**config.mk**
```make
export PLATFORM = sky130hd
export DESIGN_NAME = avalon_pio_bank
export DESIGN_NICKNAME = d
export VERILOG_FILES = /design/src/rtl/avalon_pio_bank.sv
export SDC_FILE = /design/constraint.sdc
export NUM_CORES = 1
export LEC_CHECK = 0
export BUFFER_PORTS_ARGS = -buffer_cell sky130_fd_sc_hd__buf_4
export CELL_PAD_IN_SITES_DETAIL_PLACEMENT = 1
export CELL_PAD_IN_SITES_GLOBAL_PLACEMENT = 2
export CORE_UTILIZATION = 34
export DETAILED_ROUTE_END_ITERATION = 12
export PLACE_DENSITY = 0.74
export SLEW_MARGIN = 20
export SYNTH_ARGS = -nofsm -noshare
export SYNTH_HDL_FRONTEND = slang
export SYNTH_SLANG_ARGS = --single-unit
```
**constraint.sdc**
```tcl
create_clock -name clk -period 1.45 [get_ports clk]
set_input_delay 0.29 -clock clk [delete_from_list [all_inputs] [get_ports clk]]
set_output_delay 0.29 -clock clk [all_outputs]
set_load 0.05 [all_outputs]
```
**src/rtl/avalon_pio_bank.sv**
```systemverilog
// Multi-channel Avalon PIO bank: NUM_OUT output channels with atomic set/clear, NUM_IN
// synchronised input channels with edge capture and masked irq. Define PIO_DEBOUNCE_EN for input debounce.
module avalon_pio_bank #(
  parameter int unsigned       DATA_W          = 32,
  parameter int unsigned       NUM_OUT         = 4,
  parameter int unsigned       NUM_IN          = 2,
  parameter int unsigned       EDGE_MODE       = 0,
  parameter logic [DATA_W-1:0] OUT_RESET       = '0,
  parameter int unsigned       DEBOUNCE_CYCLES = 16
) (
  input  logic                      clk,
  input  logic                      reset_n,
  input  logic [7:0]                address,
  input  logic                      read,
  input  logic                      write,
  input  logic [DATA_W-1:0]         writedata,
  output logic [DATA_W-1:0]         readdata,
  output logic [NUM_OUT*DATA_W-1:0] out_export,
  input  logic [NUM_IN*DATA_W-1:0]  in_export,
  output logic                      irq
);

  localparam int unsigned InW = NUM_IN * DATA_W;

  typedef enum logic [2:0] {
    SelData = 3'd0,
    SelSet  = 3'd1,
    SelClr  = 3'd2,
    SelIn   = 3'd4,
    SelMask = 3'd5,
    SelCap  = 3'd6
  } sel_e;

  if (DATA_W < 1 || DATA_W > 32 || NUM_OUT < 1 || NUM_OUT > 32 || NUM_IN < 1 || NUM_IN > 32 ||
      EDGE_MODE > 2 || DEBOUNCE_CYCLES < 1) begin : g_param_check
    $error("avalon_pio_bank: parameter out of range");
  end

  logic [4:0] chan;
  sel_e       sel;
  assign chan = address[7:3];
  assign sel  = sel_e'(address[2:0]);

  // Output channels
  logic [DATA_W-1:0] data_q [NUM_OUT];
  logic [DATA_W-1:0] data_d [NUM_OUT];

  always_comb begin
    for (int c = 0; c < NUM_OUT; c++) begin
      data_d[c] = data_q[c];
      if (write && chan == 5'(c)) begin
        unique case (sel)
          SelData: data_d[c] = writedata;
          SelSet:  data_d[c] = data_q[c] | writedata;
          SelClr:  data_d[c] = data_q[c] & ~writedata;
          default: ;
        endcase
      end
    end
  end

  always_ff @(posedge clk or negedge reset_n) begin
    if (!reset_n) begin
      for (int c = 0; c < NUM_OUT; c++) data_q[c] <= OUT_RESET;
    end else begin
      for (int c = 0; c < NUM_OUT; c++) data_q[c] <= data_d[c];
    end
  end

  for (genvar c = 0; c < NUM_OUT; c++) begin : g_out
    assign out_export[c*DATA_W +: DATA_W] = data_q[c];
  end

  // Input channels
  logic [InW-1:0] sync1_q, sync2_q, prev_q, filt;
  logic [InW-1:0] mask_q, mask_d, cap_q, cap_d, w1c;
  logic [InW-1:0] rise, fall, edge_det;
  logic [1:0]     arm_q;
  logic           armed;

`ifdef PIO_DEBOUNCE_EN
  localparam int unsigned CntW = $clog2(DEBOUNCE_CYCLES) + 1;

  logic [InW-1:0]  sync3_q, filt_q, filt_d;
  logic [CntW-1:0] cnt_q [NUM_IN];
  logic [CntW-1:0] cnt_d [NUM_IN];

  // Any change of sync2 restarts the window; filt follows once sync2 has held for the window.
  always_comb begin
    filt_d = filt_q;
    for (int c = 0; c < NUM_IN; c++) begin
      cnt_d[c] = cnt_q[c];
      if (sync2_q[c*DATA_W +: DATA_W] != sync3_q[c*DATA_W +: DATA_W]) begin
        cnt_d[c] = '0;
      end else if (sync2_q[c*DATA_W +: DATA_W] != filt_q[c*DATA_W +: DATA_W]) begin
        if (cnt_q[c] == CntW'(DEBOUNCE_CYCLES - 1)) begin
          filt_d[c*DATA_W +: DATA_W] = sync2_q[c*DATA_W +: DATA_W];
          cnt_d[c]                   = '0;
        end else begin
          cnt_d[c] = cnt_q[c] + CntW'(1);
        end
      end
    end
  end

  always_ff @(posedge clk or negedge reset_n) begin
    if (!reset_n) begin
      sync3_q <= '0;
      filt_q  <= '0;
      for (int c = 0; c < NUM_IN; c++) cnt_q[c] <= '0;
    end else begin
      sync3_q <= sync2_q;
      filt_q  <= filt_d;
      for (int c = 0; c < NUM_IN; c++) cnt_q[c] <= cnt_d[c];
    end
  end

  assign filt = filt_q;
`else
  assign filt = sync2_q;
`endif

  assign rise     = filt & ~prev_q;
  assign fall     = ~filt & prev_q;
  assign edge_det = (EDGE_MODE == 0) ? rise : (EDGE_MODE == 1) ? fall : (rise | fall);
  // Edges are ignored while the synchroniser/history pipeline fills after reset.
  assign armed    = (arm_q == 2'd3);

  always_comb begin
    w1c    = '0;
    mask_d = mask_q;
    for (int c = 0; c < NUM_IN; c++) begin
      if (write && chan == 5'(c)) begin
        if (sel == SelMask) mask_d[c*DATA_W +: DATA_W] = writedata;
        if (sel == SelCap)  w1c[c*DATA_W +: DATA_W]    = writedata;
      end
    end
    // A fresh edge beats a simultaneous W1C on the same bit.
    cap_d = (cap_q & ~w1c) | (armed ? edge_det : '0);
  end

  // Read mux; unmapped or reserved selects read as zero.
  logic [DATA_W-1:0] rdata;

  always_comb begin
    rdata = '0;
    for (int c = 0; c < NUM_OUT; c++) begin
      if (chan == 5'(c) && sel == SelData) rdata = data_q[c];
    end
    for (int c = 0; c < NUM_IN; c++) begin
      if (chan == 5'(c)) begin
        unique case (sel)
          SelIn:   rdata = filt[c*DATA_W +: DATA_W];
          SelMask: rdata = mask_q[c*DATA_W +: DATA_W];
          SelCap:  rdata = cap_q[c*DATA_W +: DATA_W];
          default: ;
        endcase
      end
    end
  end

  logic [DATA_W-1:0] readdata_q;
  logic              irq_q;

  always_ff @(posedge clk or negedge reset_n) begin
    if (!reset_n) begin
      sync1_q    <= '0;
      sync2_q    <= '0;
      prev_q     <= '0;
      mask_q     <= '0;
      cap_q      <= '0;
      arm_q      <= '0;
      readdata_q <= '0;
      irq_q      <= 1'b0;
    end else begin
      sync1_q <= in_export;
      sync2_q <= sync1_q;
      prev_q  <= filt;
      mask_q  <= mask_d;
      cap_q   <= cap_d;
      if (!armed) arm_q <= arm_q + 2'd1;
      if (read) readdata_q <= rdata;
      irq_q <= |(cap_q & mask_q);
    end
  end

  assign readdata = readdata_q;
  assign irq      = irq_q;

endmodule

```
After elaboration in Yosys (flattened, before gate mapping)
Cells that the tools add are included.
{"block": "totals", "latchBits": 0, "mem_bits_ro": 0, "output_inout_bits": 161, "ramBits": 0, "input_bits": 108, "elab_cells": 72, "ff_bits": 483, "memories": 0}
{"block": "classes", "n_reduce_logical": 18, "muxes": 16, "div": 0, "n_shift": 0, "addsub": 1, "eq_ne": 9, "n_bitwise": 15, "multipliers": 0, "n_lt_le_gt_ge": 0}
{"op": "case mux 32 bit (3 select lines)", "n": 6}
{"op": "two-way mux 32 bit", "n": 9}
{"op": "AND 64 bit", "n": 3}
{"op": "AND 32 bit", "n": 4}
{"op": "inverter 64 bit", "n": 2}
{"op": "bitwise OR 32 bit", "n": 4}
{"op": "two-way mux 64 bit", "n": 1}
{"op": "bitwise OR 64 bit", "n": 1}
{"op": "OR reduction 64 bit", "n": 1}
{"op": "inverter 32 bit", "n": 1}
{"op": "AND reduction 2 bit", "n": 6}
{"op": "equality test 5 x 2 -> 1 bit, second input constant", "n": 2}
{"op": "equality test 3 bit, second input constant", "n": 3}
{"op": "logical AND 1 bit", "n": 8}
{"op": "equality test 5 x 1 -> 1 bit, second input constant", "n": 1}
{"op": "zero test 5 bit", "n": 1}
{"op": "equality test 3 x 1 -> 1 bit, second input constant", "n": 1}
{"op": "equality test 3 x 2 -> 1 bit, second input constant", "n": 1}
{"op": "zero test 3 bit", "n": 1}
{"op": "nonzero test 3 bit", "n": 1}
{"op": "adder 2 x 1 -> 2 bit, second input constant", "n": 1}
{"op": "equality test 2 bit, second input constant", "n": 1}

Logic depth before layout (Yosys ltp)
Gate-level depths: netlist (run 1).
{"block": "logic_depth", "depth_word": 10, "ltp_mapped": 7}

Worst setup path before layout (run 1)
Ideal clock, no wire load.
{"block": "synth_path", "path_kind": "input to register", "start": "input address[6]", "end": "register mask_q[33]", "setup_time_ns": 0.125, "path_stages": 5, "arrival_ns": 1.737, "path_slack_ns": -0.412, "required_time_ns": 1.325, "cell_sequence": "or3_1 -> buf_2 -> nor4_4 -> buf_4 -> mux2_2"}
{"block": "synth_between", "elab_chain_cells": 3}
{"item": "from (decl)", "line": "13", "source": "input logic [7:0] address,"}
{"item": "equality test 5 x 1 -> 1 bit", "line": "133", "source": "if (write && chan == 5'(c)) begin"}
{"item": "logical AND 1 bit", "line": "133"}
{"item": "AND reduction 2 bit (no source line)"}
{"item": "to (signal assigned)", "line": "179", "source": "mask_q <= mask_d;"}
{"item": "to (decl)", "line": "76", "source": "logic [InW-1:0] mask_q, mask_d, cap_q, cap_d, w1c;"}
Every way passes these cells.
A chain may end at the register's enable or synchronous reset.

Worst setup path after layout (run 1)
{"block": "layout_path", "start": "register mask_q[17]", "end": "register irq_q, in the netlist irq"}
{"block": "layout_between", "elab_chain_cells": 2}
{"item": "AND 64 bit", "line": "183", "source": "irq_q <= |(cap_q & mask_q);"}
{"item": "OR reduction 64 bit", "line": "183"}
{"item": "to (signal assigned)", "line": "183"}
{"item": "to (decl)", "line": "163", "source": "logic irq_q;"}
Every way passes these cells.

==> results of run 1 <==
worst min path at each step:
stage,start,end,slack [ps]
after global routing,writedata[11],mask_q[11]$_DFFE_PN0P_,30
after CTS,writedata[11],mask_q[43]$_DFFE_PN0P_,10
after global placement,reset_n,sync1_q[22]$_DFF_PN0_,170
after detailed placement,reset_n,sync1_q[23]$_DFF_PN0_,180
after floorplan,reset_n,arm_q[0]$_DFFE_PN0N_,-6
final,writedata[11],cap_q[11]$_DFF_PN0_,50
area by class of cell:
class | instances | area share, %
clock buffers | 85 | 5.00
flip-flops and latches | 483 | 39.1
repair buffers | 814 | 25.7
multi-input cells | 1123 | 26.8
diodes | 1 | 0.00803
clock inverters | 10 | 0.237
inverters | 6 | 0.0722
well taps | 765 | 3.07
layer usage:
metal  vias to the layer above  track usage (%)
met5                         -                0
met4                         0             7.59
met2                       546             45.1
met1                      9505             37.1
met3                       105             4.22
li1                       7909                -
worst min-delay path: stages:
cell,delay [ps]
buf_4,160
nand2_1,70
o2bb2ai_1,100
logic make-up after synthesis:
group | share of synthesized area, %
flip-flops | 60.1
multiplexers | 7.07
adder cells (fa/ha/maj) | 0.0622
AND/OR/NAND/NOR | 11.1
AO/OA/AOI/OAI | 18.0
buffers and inverters | 3.70
XOR/XNOR | 0.0435
state kept, by name, indices dropped and copies added (netlist names):
name and count:
sync1_q 64, out_export 128, filt 64, arm_q 2
cap_q 64, irq 1, prev_q 64, mask_q 64
readdata 32
per-stage QoR:
step | hold WS, ps | worst slack (ps) | utilization (%)
after floorplan | -5.59 | -362 | -
after global placement | 173 | -677 | 45.6
after detailed placement | 178 | -671 | 45.6
after CTS | 11.1 | -311 | 53.0
after global routing | 28.2 | -379 | 53.6
final | 53.1 | -370 | 53.6
what timing repair did:
action / in CTS / in global routing
endpoints found under the setup margin: 215 / 242
resized for setup: 323 / 32
hold buffers: 67 / 0
pin swaps: 82 / 44
setup buffers: 109 / 26
hold endpoints to repair: 325 / 0
cloned: 0 / 1
power by group through the flow:
| stage | registers (mW) | logic [mW] | clock network, mW |
|---|---|---|---|
| final | 15.0 | 7.44 | 13.0 |
| after global routing | 15.1 | 7.81 | 13.7 |
| after CTS | 15.0 | 7.25 | 13.2 |
| after detailed placement | 15.2 | 5.97 | 0 |
| after global placement | 15.2 | 5.85 | 0 |
| after floorplan | 16.5 | 1.66 | 0 |
cell usage in the layout (no fill, tap or decap), drive strengths merged, types with 16 or more instances in the layout:
cell and instances:
nor2b 34, o2bb2ai 62, nand4 35, nand2 159, mux2i 33, clkbuf 86, and3b 62, o22ai 64
a221o 31, dlygate4sd3 67, mux2 97, o211ai 32, nand3 65, buf 746, a221oi 16, a22o 17
dfrtp 483, a21oi 321, o21ai 31, nor2 34
==> impl_results.md, run 1 <==
* Status: finished with violations
* Violated checks: setup timing
* Leakage Power at ~14 nW
* Endpoints failing hold at 0
* Post-route DRC at 0
* Die Y at 245 um
* Top post-synthesis cells by count: dfrtp_1 (483), a21oi_1 (321), nand2_1 (159)
* Largest cells by area after synthesis: dfrtp_1 (60%), a21oi_1 (8.0%), mux2_2 (5.4%)
* Post-DR vias/cell at 5.50
* Crit end category: flip-flop
* Routed wl met2 at 40.0 mm
* Clk sinks at 483
* Crit path depth at 5
* RSZ-0062 raised after global routing: true
* Worst Setup SP: mask_q[17]$_DFFE_PN0P_
* Tmin final at 1820 ps
* Worst-path clk slew at roughly 60 ps
* Worst Setup EP: irq$_DFF_PN0_
* GRT Overall Usage at 27.3%
* Max Root-Sink Buffers at 3
* H-tree depth at 2
* Top FF cell, synth: dfrtp_1
* #FFs+latches synth at 483
* Synth Warn # at 0
* Core area at 0.0581 mm2
* Clk pwr share at 36.6%
* Top-area cell type share of the netlist area at 60.1%
* Sequential share of the synthesized area at 60.1%
* Syn_area_per_cell at around 11 um2
* Syn Nets at 1887
* Peak VDD IR at 818 uV
* Final WL at between 80 and 90 mm
* CP top delay family: simple AND/OR/NAND/NOR gates
* Sequential Area at 0.0122 mm2
* Ys async rst share at 100%
* Top Metal Used: met4
* Insertion delay of the later-clocked pin in the worst-skew pair at 600 ps
* Met3 wire len at 4.36 mm
* TritonCTS buffer count at 54
* Worst hold stages at 3
* DRT Pass-1 Iters at 5
* Setup_tns at -8950 ps
* Drt wl/cell at 25.0 um
* RR Endpoint: irq$_DFF_PN0_
* Yosys cell types at 42
* Cell count of the worst reg-to-reg path at 5
* Slowest CP cell: or4_1
* Comb power frac at 21.0%
* Least-Margin Pin Slew at around 550 ps
* Crit Path Class: reg2reg
* Setup slack, reg-to-reg at -370 ps
* RD Place Congestion at 0.845
* DP Wirelength at 57.3 mm
* Initial antenna violation count at 2
* Leading area contributor after synthesis: dfrtp_1
* Crit path buf inv count at 1
* Required @ worst endpoint at about 1900 ps
* Count leader, synth: dfrtp_1
* Wl on met1 at about 36 mm
* Remaining antenna violation count at 0
* Vias at 18100
* Max-cap violations at 0
* Placed inst area at between 0.02 and 0.03 mm2
* Largest net degree at the start of global routing at 60
* Post-Layout Cell Count at around 3300
* I/O pin count at 269
* Vias in the first global route at 19700
* Power per Cell Area at 1140 mW/mm2
* Clock root cell: clkbuf_16
* Fmax at 549 MHz
* IO buf count at 268
* CP startpoint kind: flip-flop
* Overall power at 35.4 mW
* Design area at about 0.031 mm2
* CP Cell Sequence: a22o_1 > a221oi_2 > buf_4 > nand4_1 > or4_1
* Worst setup slack after layout at -370 ps
* Die Width at 245 um
* Skew final at roughly 13 ps
* Min-delay worst type: in2reg
* CTS tree: built
* Area of the multi-input gates at 0.00836 mm2
* DR iter-0 viols at around 1000
* First-pass GRT wire length at around 120 mm
* Sw frac at 29.5%
* EDFF count, synth at 0
* Internal at between 20 and 25 mW
* Cell total after placement at 3000
* CP max stage delay at between 500 and 600 ps
* Num rows at 88
* Worst Path Arrival at around 2300 ps
* Effective utilization at floorplan at 34.6%
* Final Net Count at approximately 2600
* Cell count after synthesis at 1778
* Period utilization at 126%
* Sequential share of power at 42.4%
* Rel. slew slack at 63.0%
* Total die area at about 0.060 mm2
* Switch Pwr at 10.5 mW
* Crit Reg-Reg Startpoint: mask_q[17]$_DFFE_PN0P_
* Fillers at 5982
* Final setup vio count at 172
* Slew Limit Fails at 0
* Area Overhead vs Synth at 55.0%
* Crit path max fanout at 3
* Post-Synthesis Cell Area at 0.0201 mm2
* Layout cells sized above 1 at 47.3%
* Gr ovfl total at 0
No activity file was read; power rests on OpenSTA's default activity.
==> inputs of run 2 (changes only) <==
==> constraint.sdc (replaced) <==
create_clock -name clk -period 1.45 [get_ports clk]
set_input_delay 0.0725 -clock clk [delete_from_list [all_inputs] [get_ports clk]]
set_output_delay 0.0725 -clock clk [all_outputs]
set_load 0.05 [all_outputs]
==> impl_results.md, run 2 (synthesized netlist as in run 1, its figures left out) <==
* Insertion delay of the later-clocked pin in the worst-skew pair at 600 ps (about the same)
* CP top delay family: simple AND/OR/NAND/NOR gates (unchanged)
* Num rows at 88 (unchanged)
* First-pass GRT wire length at 121 mm (was 124 mm)
* Cell total after placement at 2961 (was 3000)
* Die Width at 245 um (unchanged)
* Period utilization at 123% (was 126%)
* Final Net Count at 2465 (was 2591)
* CTS tree: built (unchanged)
* Core area at 0.0581 mm2 (unchanged)
* Worst setup slack after layout at -330 ps (was -370 ps)
* I/O pin count at 269 (unchanged)
* Setup slack, reg-to-reg at -330 ps (was -370 ps)
* DR iter-0 viols at 1129 (was 1032)
* Crit Reg-Reg Startpoint: cap_q[4]$_DFF_PN0_ (was mask_q[17]$_DFFE_PN0P_)
* Worst-path clk slew at 60 ps (about the same)
* Post-route DRC at 0 (unchanged)
* Commonest non-fill, non-tap cells in the layout: buf_4 (527), dfrtp_1 (416), a21oi_1 (272) (was buf_4 (469), dfrtp_1 (405), a21oi_1 (206))
* Gr ovfl total at 0 (unchanged)
* Crit Path Class: reg2reg (unchanged)
* GRT Overall Usage at 26.6% (was 27.3%)
* Total die area at 0.0602 mm2 (unchanged)
* Max-cap violations at 0 (unchanged)
* CP Cell Sequence: a22o_1 > a221oi_2 > buf_4 > nand4_1 > or4_1 (unchanged)
* DRT Pass-1 Iters at 5 (unchanged)
* Slowest CP cell: or4_1 (unchanged)
* Endpoints failing hold at 0 (unchanged)
* Leakage Power at 13.3 nW (was 14.3 nW)
* Min-delay worst type: in2async (was in2reg)
* Layout cells sized above 1 at 39.1% (was 47.3%)
* Effective utilization at floorplan at 34.6% (unchanged)
* H-tree depth at 2 (unchanged)
* Status: finished with violations (unchanged)
* Required @ worst endpoint at 1930 ps (about the same)
* Final WL at 79.5 mm (was 82.1 mm)
* Antenna Cells at 0 (was 1)
* CP startpoint kind: flip-flop (unchanged)
* IO buf count at 268 (unchanged)
* Initial antenna violation count at 1 (was 2)
* Worst Path Arrival at 2260 ps (was 2300 ps)
* Crit path buf inv count at 1 (unchanged)
* RR Endpoint: irq$_DFF_PN0_ (unchanged)
* Die Y at 245 um (unchanged)
* Max Root-Sink Buffers at 3 (unchanged)
* Violated checks: setup timing (unchanged)
* Power per Cell Area at 1200 mW/mm2 (was 1140 mW/mm2)
* Final setup vio count at 18 (was 172)
* Fmax at 562 MHz (was 549 MHz)
* Largest net degree at the start of global routing at 69 (was 60)
* Vias in the first global route at 19100 (was 19700)
* Hold WS at 103 ps (was 53.1 ps)
* Post-Layout Cell Count at 3161 (was 3287)
* Area Overhead vs Synth at 43.7% (was 55.0%)
* RSZ-0062 raised after global routing: true (unchanged)
* Peak VDD IR at 952 uV (was 818 uV)
* Max FFs per register at 128 (unchanged)
* TritonCTS buffer count at 53 (was 54)
* RD Place Congestion at 0.871 (was 0.845)
* Tmin final at 1780 ps (was 1820 ps)
* DP Wirelength at 56.0 mm (was 57.3 mm)
* Slew Limit Fails at 0 (unchanged)
* Drt wl/cell at 25.2 um (was 25.0 um)
* Clock root cell: clkbuf_16 (unchanged)
* Crit end category: flip-flop (unchanged)
* Skew final at 11.3 ps (was 13.0 ps)
* Remaining antenna violation count at 0 (unchanged)
* CP max stage delay at 440 ps (was 510 ps)
* Crit path max fanout at 2 (was 3)
* Least-Margin Pin Slew at 575 ps (was 555 ps)
* Vias at 17500 (was 18100)
* Rel. slew slack at 61.3% (was 63.0%)
* Post-DR vias/cell at 5.54 (was 5.50)
* Clk sinks at 483 (unchanged)
* Most common cell after layout, fill and taps aside: buf_4 (unchanged)
* Cell count of the worst reg-to-reg path at 5 (unchanged)
## run 2: timing repair
item | CTS | global route
hold endpoints to repair | 804 | 0
setup endpoints to repair | 33 | 35
setup buffers | 4 | 3
pin swaps | 81 | 35
gates resized for setup | 56 | 23
hold buffers | 100 | 0
cloned | 0 | 0
## run 2: worst max path at each step
| stage | depth (start not counted) | startpoint | slack (ps) | endpoint |
|---|---|---|---|---|
| 6_report | 5 | cap_q[4]$_DFF_PN0_ | -330 | irq$_DFF_PN0_ |
| 5_1_grt | 5 | cap_q[23]$_DFF_PN0_ | -390 | irq$_DFF_PN0_ |
| 4_1_cts | 5 | cap_q[23]$_DFF_PN0_ | -320 | irq$_DFF_PN0_ |
| 3_5_place_dp | 5 | mask_q[23]$_DFFE_PN0P_ | -480 | irq$_DFF_PN0_ |
| 3_3_place_gp | 6 | address[6] | -440 | mask_q[41]$_DFFE_PN0P_ |
| 2_1_floorplan | 5 | address[6] | -140 | mask_q[33]$_DFFE_PN0P_ |
## run 2: per-layer routing
layer / track usage (%) / vias up / routed length [um]
met5: 0 / - / 8
met4: 8.01 / 2 / 2130
met3: 3.98 / 122 / 4300
met2: 44.6 / 531 / 39100
met1: 35.5 / 9203 / 34000
li1: - / 7661 / -
## run 2: metrics by stage
| stage | TNS, ps | power (mW) | instance area [um2] | util [%] | setup WS, ps |
|---|---|---|---|---|---|
| 2_1_floorplan | -8200 | 18.0 | 20500 | - | -145 |
| 3_3_place_gp | -75630 | 20.8 | 25700 | 44.3 | -442 |
| 3_5_place_dp | -81260 | 20.9 | 25700 | 44.3 | -483 |
| 4_1_cts | -874 | 35.1 | 28800 | 49.6 | -318 |
| 5_1_grt | -1960 | 36.0 | 28900 | 49.7 | -389 |
| 6_report | -890 | 34.8 | 28900 | 49.7 | -330 |
## run 2: final cells by class
cell class / instances / area [um2]
repair buffers: 689 / 6110
clock inverters: 25 / 294
inverters: 6 / 22.5
multi-input cells: 1123 / 7900
flip-flops and latches: 483 / 12200
well taps: 765 / 957
fillers: 6095 / 29200
clock buffers: 70 / 1450
## run 2: worst register-to-register path, cell delays in order, from the launching register on
cell	delay [ps]
dfrtp_1	420
a22o_1	210
a221oi_2	240
buf_4	190
nand4_1	160
or4_1	440
## run 2: power by group
part / leakage [nW] / switching (mW) / internal [mW]
Combinational: 6.69 / 3.79 / 2.33
Sequential: 5.78 / 0.634 / 14.3
Clock: 0.846 / 5.69 / 8.08
==> inputs of run 3 (changes only) <==
--- a/config.mk
+++ b/config.mk
@@ -8,9 +8,9 @@
 export BUFFER_PORTS_ARGS = -buffer_cell sky130_fd_sc_hd__buf_4
 export CELL_PAD_IN_SITES_DETAIL_PLACEMENT = 1
 export CELL_PAD_IN_SITES_GLOBAL_PLACEMENT = 2
-export CORE_UTILIZATION = 34
+export CORE_UTILIZATION = 38
 export DETAILED_ROUTE_END_ITERATION = 12
-export PLACE_DENSITY = 0.74
+export PLACE_DENSITY = 0.78
 export SLEW_MARGIN = 20
 export SYNTH_ARGS = -nofsm -noshare
 export SYNTH_HDL_FRONTEND = slang
==> constraint.sdc (replaced) <==
create_clock -name clk -period 1.7 [get_ports clk]
set_input_delay 0.085 -clock clk [delete_from_list [all_inputs] [get_ports clk]]
set_output_delay 0.085 -clock clk [all_outputs]
set_load 0.05 [all_outputs]
==> impl_results.md, run 3 (synthesized netlist as in run 1, its figures left out) <==
* Max-cap violations at 0 (unchanged)
* Num rows at 83 (was 88)
* RSZ-0062 raised after global routing: true (unchanged)
* Clk pwr share at 40.1% (was 39.5%)
* Final WL at 74.6 mm (was 79.5 mm)
* Vias in the first global route at 17900 (was 19100)
* Sequential share of power at 44.0% (was 42.9%)
* Switch Pwr at 8.38 mW (was 10.1 mW)
* First-pass GRT wire length at 114 mm (was 121 mm)
* Tmin final at 1800 ps (was 1780 ps)
* Initial antenna violation count at 3 (was 1)
* Overall power at 29.1 mW (was 34.8 mW)
* DP Wirelength at 52.3 mm (was 56.0 mm)
* Worst Path Arrival at 2270 ps (was 2260 ps)
* Post-route DRC at 0 (unchanged)
* RR Endpoint: irq$_DFF_PN0_ (unchanged)
* HP Start: address[0]
* Post-DR vias/cell at 5.76 (was 5.54)
* Skew final at 13.7 ps (was 11.3 ps)
* Leakage Power at 12.5 nW (was 13.3 nW)
* Die Y at 232 um (was 245 um)
* I/O pin count at 269 (unchanged)
* Internal at 20.7 mW (was 24.7 mW)
* DR iter-0 viols at 1149 (was 1129)
* H-tree depth at 2 (unchanged)
* Die Width at 232 um (was 245 um)
* Layout cells sized above 1 at 28.6% (was 39.1%)
* Fmax at 554 MHz (was 562 MHz)
* Crit Reg-Reg Startpoint: mask_q[53]$_DFFE_PN0P_ (was cap_q[4]$_DFF_PN0_)
* Sw frac at 28.8% (was 29.0%)
* Crit Path Class: reg2reg (unchanged)
* Vias at 16800 (was 17500)
* DRT Pass-1 Iters at 5 (unchanged)
* Power per Cell Area at 1080 mW/mm2 (was 1200 mW/mm2)
* Total die area at 0.0539 mm2 (was 0.0602 mm2)
* GRT Overall Usage at 28.3% (was 26.6%)
* Final Net Count at 2308 (was 2465)
* Core area at 0.0518 mm2 (was 0.0581 mm2)
* CP startpoint kind: flip-flop (unchanged)
* Period utilization at 106% (was 123%)
* Max Root-Sink Buffers at 3 (unchanged)
* Peak VDD IR at 731 uV (was 952 uV)
* Max FFs per register at 128 (unchanged)
* Status: finished with violations (unchanged)
* Comb power frac at 15.8% (was 17.6%)
* Clk sinks at 483 (unchanged)
* Cell count of the worst reg-to-reg path at 5 (unchanged)
* Clock root cell: clkbuf_16 (unchanged)
* CTS tree: built (unchanged)
* Gr ovfl total at 0 (unchanged)
* TritonCTS buffer count at 52 (was 53)
* Drt wl/cell at 25.5 um (was 25.2 um)
* Commonest non-fill, non-tap cells in the layout: dfrtp_1 (483), buf_4 (391), a21oi_1 (320) (was buf_4 (527), dfrtp_1 (416), a21oi_1 (272))
* Effective utilization at floorplan at 38.8% (was 34.6%)
* Most common cell after layout, fill and taps aside: dfrtp_1 (was buf_4)
* Required @ worst endpoint at 2170 ps (was 1930 ps)
* Area Overhead vs Synth at 33.8% (was 43.7%)
* Worst hold stages at 3
* Endpoints failing hold at 0 (unchanged)
* Worst hold endpoint: out_export[65]$_DFFE_PN0P_
* Worst-path clk slew at 60 ps (about the same)
* Dpl ws at -259 ps (was -483 ps)
* Final setup vio count at 1 (was 18)
* Slew Limit Fails at 0 (unchanged)
* Min-delay worst type: in2reg (was in2async)
* Crit path max fanout at 3 (was 2)
* Setup slack, reg-to-reg at -100 ps (was -330 ps)
* Worst setup slack after layout at -104 ps (was -330 ps)
* Remaining antenna violation count at 0 (unchanged)
* Crit end category: flip-flop (unchanged)
* Rel. slew slack at 41.1% (was 61.3%)
* Violated checks: setup timing (unchanged)
* Largest net degree at the start of global routing at 80 (was 69)
* IO buf count at 268 (unchanged)
* RD Place Congestion at 0.881 (was 0.871)
* Least-Margin Pin Slew at 880 ps (was 575 ps)
* Insertion delay of the later-clocked pin in the worst-skew pair at 610 ps (was 600 ps)
==> run 3: changes by cell type in the layout (fill, tap and decap cells not counted), moves of 6 or more <==
cell | before | now
a21oi_1 | 272 | 320
a21oi_2 | 49 | 1
mux2_2 | 87 | 96
a221oi_2 | 14 | 8
dfrtp_2 | 67 | 0
buf_12 | 52 | 42
o22ai_1 | 42 | 64
mux2_4 | 9 | 0
buf_6 | 9 | 0
dfrtp_1 | 416 | 483
o22ai_2 | 10 | 0
o22ai_4 | 12 | 0
buf_4 | 527 | 391
==> run 3: worst max path at each step <==
| stage | from | end | slack [ps] |
|---|---|---|---|
| global route | cap_q[23]$_DFF_PN0_ | irq$_DFF_PN0_ | -130 |
| finish | mask_q[53]$_DFFE_PN0P_ | irq$_DFF_PN0_ | -100 |
| CTS | cap_q[23]$_DFF_PN0_ | irq$_DFF_PN0_ | -100 |
| detailed placement | mask_q[23]$_DFFE_PN0P_ | irq$_DFF_PN0_ | -260 |
| global placement | mask_q[23]$_DFFE_PN0P_ | irq$_DFF_PN0_ | -240 |
| floorplan | address[6] | mask_q[33]$_DFFE_PN0P_ | 40 |
==> run 3: metrics by stage <==
step	instance area (um2)	util [%]	hold slack (ps)	TNS, ps	cells
5_1_grt	26900	51.9	96.9	-127	2922
6_report	26900	51.9	59.9	-104	2922
3_5_place_dp	24100	46.5	-26.4	-24970	2725
2_1_floorplan	20100	-	-211	0	1778
4_1_cts	26900	51.9	43.4	-98.8	2920
3_3_place_gp	24100	46.5	-29.3	-19360	2725
==> run 3: repair_timing <==
item,in CTS,in global routing
setup endpoints to repair,1,1
hold buffers,99,0
buffers inserted,3,0
gates resized for setup,8,2
pin swaps,4,0
hold endpoints to repair,816,0
==> run 3: final cells by class <==
class / instances / area, um2
fill: 5402 / 24900
sequential: 483 / 12100
multi-input combinational: 1123 / 7420
timing repair buffer: 533 / 4780
clock buffer: 73 / 1490
tap: 680 / 851
clock inverter: 22 / 255
inverter: 6 / 22.5
antenna: 2 / 5.00
==> run 3: worst max-delay path, cell delays in order (launching register included) <==
cell and delay, ps:
dfrtp_1 390, a22o_1 260, a221oi_2 170, buf_4 160, nand4_1 130, or4_1 560
==> run 3: layer usage <==
layer / global-route usage, % / up-vias / wire, um
met2: 46.4 / 573 / 36000
met1: 38.8 / 8811 / 32400
met3: 3.40 / 110 / 4190
met4: 9.23 / 0 / 2100
met5: 0 / - / 0
li1: - / 7347 / -
==> run 3: power by group through the flow <==
stage | combinational, mW | clock [mW] | sequential (mW)
5_1_grt | 4.89 | 12.3 | 12.9
3_5_place_dp | 4.40 | 0 | 13.0
3_3_place_gp | 4.30 | 0 | 13.0
2_1_floorplan | 1.20 | 0 | 14.0
6_report | 4.60 | 11.7 | 12.8
4_1_cts | 4.61 | 11.9 | 12.8
